<file path="src/rtl/id_issue_fifo_if.sv">
// Decode-to-issue handshake bundle: decoder side (valid/ready), issue side (valid/ack),
// flush, plus occupancy and pending-control-flow status.
interface id_issue_fifo_if #(
   parameter int DataWidth = 128,
   parameter int Depth     = 4
) ();
   localparam int CntW = $clog2(Depth) + 1;

   logic                 flush_i;
   logic [DataWidth-1:0] data_i;
   logic                 ctrl_flow_i;
   logic                 valid_i;
   logic                 ready_o;
   logic [DataWidth-1:0] data_o;
   logic                 ctrl_flow_o;
   logic                 valid_o;
   logic                 ack_i;
   logic [CntW-1:0]      count_o;
   logic                 ctrl_flow_pending_o;

   modport master (
      output flush_i, data_i, ctrl_flow_i, valid_i, ack_i,
      input  ready_o, data_o, ctrl_flow_o, valid_o, count_o, ctrl_flow_pending_o
   );

   modport slave (
      input  flush_i, data_i, ctrl_flow_i, valid_i, ack_i,
      output ready_o, data_o, ctrl_flow_o, valid_o, count_o, ctrl_flow_pending_o
   );
endinterface

</file>
<file path="src/rtl/id_issue_fifo.sv">
// Depth-entry FIFO between decode and issue, holding decoded entries plus their
// control-flow flag, with occupancy and pending-control-flow reporting.
module id_issue_fifo #(
   parameter int DataWidth = 128,
   parameter int Depth     = 4
) (
   input  logic           clk_i,
   input  logic           rst_ni,
   id_issue_fifo_if.slave bus
);
   localparam int PtrW = $clog2(Depth);
   localparam int CntW = PtrW + 1;

   logic [DataWidth-1:0] data_q [Depth];
   logic [Depth-1:0]     cf_q;
   logic [PtrW-1:0]      rd_q;
   logic [PtrW-1:0]      wr_q;
   logic [CntW-1:0]      cnt_q;
   logic [CntW-1:0]      cf_cnt_q;

   logic valid;
   logic head_cf;
   logic pop;
   logic ready;
   logic push;

   assign valid   = (cnt_q != '0);
   assign head_cf = cf_q[rd_q];
   assign pop     = bus.ack_i && valid;
   // A full FIFO still accepts when the head leaves in the same cycle.
   assign ready   = (cnt_q < CntW'(Depth)) || pop;
   assign push    = bus.valid_i && ready;

   assign bus.ready_o             = ready;
   assign bus.valid_o             = valid;
   assign bus.data_o              = data_q[rd_q];
   assign bus.ctrl_flow_o         = head_cf;
   assign bus.count_o             = cnt_q;
   assign bus.ctrl_flow_pending_o = (cf_cnt_q != '0);

   always_ff @(posedge clk_i or negedge rst_ni) begin
      if (!rst_ni) begin
         for (int i = 0; i < Depth; i++) data_q[i] <= '0;
         cf_q     <= '0;
         rd_q     <= '0;
         wr_q     <= '0;
         cnt_q    <= '0;
         cf_cnt_q <= '0;
      end else if (bus.flush_i) begin
         // Storage is left as-is; only the bookkeeping is cleared.
         rd_q     <= '0;
         wr_q     <= '0;
         cnt_q    <= '0;
         cf_cnt_q <= '0;
      end else begin
         if (push) begin
            data_q[wr_q] <= bus.data_i;
            cf_q[wr_q]   <= bus.ctrl_flow_i;
            wr_q         <= wr_q + PtrW'(1);
         end
         if (pop) rd_q <= rd_q + PtrW'(1);
         cnt_q    <= cnt_q + CntW'(push) - CntW'(pop);
         cf_cnt_q <= cf_cnt_q + CntW'(push && bus.ctrl_flow_i) - CntW'(pop && head_cf);
      end
   end
endmodule
</file>
<file path="src/flat_wrapper.sv">
// flat-port wrapper written by rule: the top's interface ports become plain ports
module id_issue_fifo_flat 
#(
   parameter int DataWidth = 128,
   parameter int Depth     = 4
)
  (clk_i, rst_ni, bus_flush_i, bus_data_i, bus_ctrl_flow_i, bus_valid_i, bus_ack_i, bus_ready_o, bus_data_o, bus_ctrl_flow_o, bus_valid_o, bus_count_o, bus_ctrl_flow_pending_o);
  id_issue_fifo_if #(.DataWidth(DataWidth), .Depth(Depth)) bus_i ();
  input  logic clk_i;
  input  logic rst_ni;
  input wire logic [$bits(bus_i.flush_i)-1:0] bus_flush_i;
  input wire logic [$bits(bus_i.data_i)-1:0] bus_data_i;
  input wire logic [$bits(bus_i.ctrl_flow_i)-1:0] bus_ctrl_flow_i;
  input wire logic [$bits(bus_i.valid_i)-1:0] bus_valid_i;
  input wire logic [$bits(bus_i.ack_i)-1:0] bus_ack_i;
  output wire logic [$bits(bus_i.ready_o)-1:0] bus_ready_o;
  output wire logic [$bits(bus_i.data_o)-1:0] bus_data_o;
  output wire logic [$bits(bus_i.ctrl_flow_o)-1:0] bus_ctrl_flow_o;
  output wire logic [$bits(bus_i.valid_o)-1:0] bus_valid_o;
  output wire logic [$bits(bus_i.count_o)-1:0] bus_count_o;
  output wire logic [$bits(bus_i.ctrl_flow_pending_o)-1:0] bus_ctrl_flow_pending_o;
  assign bus_i.flush_i = bus_flush_i;
  assign bus_i.data_i = bus_data_i;
  assign bus_i.ctrl_flow_i = bus_ctrl_flow_i;
  assign bus_i.valid_i = bus_valid_i;
  assign bus_i.ack_i = bus_ack_i;
  assign bus_ready_o = bus_i.ready_o;
  assign bus_data_o = bus_i.data_o;
  assign bus_ctrl_flow_o = bus_i.ctrl_flow_o;
  assign bus_valid_o = bus_i.valid_o;
  assign bus_count_o = bus_i.count_o;
  assign bus_ctrl_flow_pending_o = bus_i.ctrl_flow_pending_o;
  id_issue_fifo #(.DataWidth(DataWidth), .Depth(Depth)) u_core (.clk_i(clk_i), .rst_ni(rst_ni), .bus(bus_i));
endmodule
</file>
<file path="config.mk">
export PLATFORM = sky130hd
export DESIGN_NAME = id_issue_fifo_flat
export DESIGN_NICKNAME = d
export VERILOG_FILES = /design/src/rtl/id_issue_fifo_if.sv /design/src/rtl/id_issue_fifo.sv /design/src/flat_wrapper.sv
export SDC_FILE = /design/constraint.sdc
export NUM_CORES = 1
export LEC_CHECK = 0
export BUFFER_PORTS_ARGS = -buffer_cell sky130_fd_sc_hd__buf_2
export CORE_MARGIN = 2
export CORE_UTILIZATION = 40
export CTS_CLUSTER_DIAMETER = 40
export DETAILED_ROUTE_END_ITERATION = 8
export HOLD_SLACK_MARGIN = 0.1
export PLACE_DENSITY = 0.57
export SETUP_SLACK_MARGIN = 0.3
export SKIP_LAST_GASP = 1
export SYNTH_ARGS = -nofsm -noshare
export SYNTH_HDL_FRONTEND = slang
export SYNTH_SLANG_ARGS = --single-unit
</file>
<file path="constraint.sdc">
create_clock -name clk_i -period 4.8 [get_ports clk_i]
set_clock_uncertainty 0.15 [all_clocks]
set_input_delay 0.96 -clock clk_i [delete_from_list [all_inputs] [get_ports clk_i]]
set_output_delay 0.96 -clock clk_i [all_outputs]
set_load 0.01 [all_outputs]
</file>
==> results.md <==
- Synth Register Bits: 526
- CP startpoint: u_core.rd_q[0]
- Top Ports: 269
- Netlist cell types: 31
- Commonest cells post-synth: dfrtp_1, mux2_4, mux4_2
- Top_reg_cell synth: dfrtp_1
- Max Cap Viol: 0
- Post-cts gate resize count: 0
- Clock Sink Count: 526
- Fillers: slightly above 5,000
- Clock Latency Late Sink: 0.63 ns
- Storage cell area: 13,170 µm²
- DR DRC count: 0
- Share of layout cells above drive strength 1: 65.78%
- Die height: between 200 and 300 µm
- Max-Slew Margin vs Limit: 29.26%
- Total Nets Final: 1,760
- Crit path kind: flip-flop to output port
- # rows: 91
- Asr flop ratio synth: 100.0%
- Drt first pass iters: 4
- Worst-path fanout max: 35
- Starting Density: 40.29%
- Fin Setup TNS: 0 ns
- FF-to-FF path depth: 9
- Pwr/cell area: 675.5 nW/µm²
- # Post-CTS Setup Buffers: 0
- Synthesis Warnings: 0
- Top post-synthesis cells by area: dfrtp_1, mux2_4, mux4_2
- WP data required: 3.69 ns
- Final Max Slew Viols: 0
- Area leader, netlist: dfrtp_1
- Post-synth EDFFs: 0
- Leak: 14.86 nW
- Hold Slack: 0.2635 ns
- H-Tree Depth: 3
- Initial antenna violation count: 15
- Root buf cell: clkbuf_16
- Reg-to-Reg Start: u_core.rd_q[0]
- CP endpoint kind: output port
- Drt wl/cell: 21.80 µm
- Iter 0 DRT Violations: 520
- First-pass GRT wire length: approximately 87 mm
- Count leader, synth: dfrtp_1
- GRT Resource Usage Total: 17.39%
- Yosys top cell area share: 53.23%
- CTS Buf Count: 96
- Core Region: 61,370 µm²
- Largest net degree at the start of global routing: 116
- Vias in the first global route: 14,660
- Cells after Synth: ~1,300
- Cell Area, Synth: between 20,000 and 25,000 µm²
- Area growth syn-to-layout: 21.68%
- Post-DP HPWL: 31.12 mm
- Net count after synthesis: about 1,500
- Worst R2R End: u_core.cf_cnt_q[2]
- Crit start category: flip-flop
- Fmax: 257.1 MHz
- CP arrival: 2.78 ns
- Final hold viol count: 0
- Clock Path Buffers: 3
- Setup violators final: 0
- Die ar.: ~64,000 µm²
- Pwr Total: 0.02033 W
- Total grt overflow: 0
- Multi-input logic area: 10,610 µm²
- Register area share after synthesis: ~53%
- Worst min path class: input port to async pin
- RSZ-0062 raised after global routing: no
- Reg2Reg Setup Slack: 1.63 ns
- Maximum vdd ir drop: 0.2979 mV
- Worst slew pin tran: 1.061 ns
- PortBufs: roughly 270
- Outcome: finished clean
- Tcrit/Tclk final: 81.02%
- Reg clk slew, reported paths: 0.05 ns
- Vias/cell: about 5
- Minimum clock period: roughly 4 ns
- Final wirelength: ~54 mm
- Mean area per synthesized cell: ~19 µm²
- Hold buffer count at CTS: 0
- Final ANT Viol Nets: 0
- CTS tree: built
- RePlAce Congestion: 0.7397
- Die Span X: 252.6 µm
- Vias: 12,800
flip-flops by register name (all words and copies together) (netlist names):
name	count
u_core.cf_q	4
u_core.data_q	512
u_core.bus.count_o	3
u_core.rd_q	2
u_core.cf_cnt_q	3
u_core.wr_q	2
per-stage QoR:
stage	cell area [µm²]	worst slack, ns	utilization, %	instances
CTS	30080	0.8038	49.02	2488
global placement	26550	1.394	43.26	2308
floorplan	24730	2.138	-	1311
finish	30090	0.9112	49.03	2491
global route	30080	0.7088	49.02	2489
detailed placement	26550	1.393	43.26	2308
report_power, final:
part	internal [W]	switching, W	leakage, nW	total [W]
registers	0.00616	0.00103	6.63	0.00719
clock network	0.00478	0.00245	1.70	0.00723
logic	0.00381	0.00210	6.53	0.00591
total	0.0147	0.00558	14.9	0.0203
cell usage in the layout (no fill, tap or decap), drive strengths merged:
master,n
dfrtp,526
mux2,516
buf,293
mux4,129
clkbuf,122
clkinv,25
inv,19
bufinv,14
clkinvlp,10
ha,8
nor2,7
nand3,6
xor2,4
nor2b,4
diode,3
or3,2
o21ai,2
a21oi,2
fa,2
o31ai,1
nand2,1
xnor2,1
and2,1
nor3,1
and2b,1
o311ai,1
critical path: stages, from the launching register on:
cell and delay (ns):
dfrtp_4 0.97, buf_4 0.44, mux4_2 0.55, buf_2 0.17
area by class of cell:
type	instances	area share (%)
Sequential cell	526	43.77
Timing Repair Buffer	293	5.780
Clock buffer	122	8.974
Multi-Input combinational cell	689	35.28
Clock inverter	58	2.757
Tap cell	790	3.285
Antenna cell	3	0.02495
Inverter	10	0.1331
kinds of logic (layout without fill, tap and decap cells):
family,Yosys count,after routing,synth area share (%)
AO/OA/AOI/OAI,6,6,0.1468
XOR/XNOR,5,5,0.1771
adder cells (fa/ha/maj),10,10,0.5667
buffers and inverters,96,483,3.850
flip-flops,526,526,53.23
multiplexers,645,645,41.32
other,0,3,0
AND/OR/NAND/NOR,23,23,0.7134
worst max-delay path by stage:
stage,end,depth (start not counted)
floorplan,u_core.bus.count_o[2],10
global placement,u_core.data_q[429],5
detailed placement,u_core.data_q[451],5
CTS,bus_data_o[13],3
global route,bus_data_o[13],3
finish,bus_data_o[9],3
routing by layer:
| metal | up-vias | track usage, % | wire length (µm) |
|---|---|---|---|
| li1 | 5530 | - | - |
| met1 | 6918 | 23.52 | 24470 |
| met2 | 238 | 27.04 | 25620 |
| met3 | 94 | 5.118 | 3105 |
| met4 | 24 | 5.376 | 947 |
| met5 | - | 0 | 149 |
(Power assumes the default switching activity.)
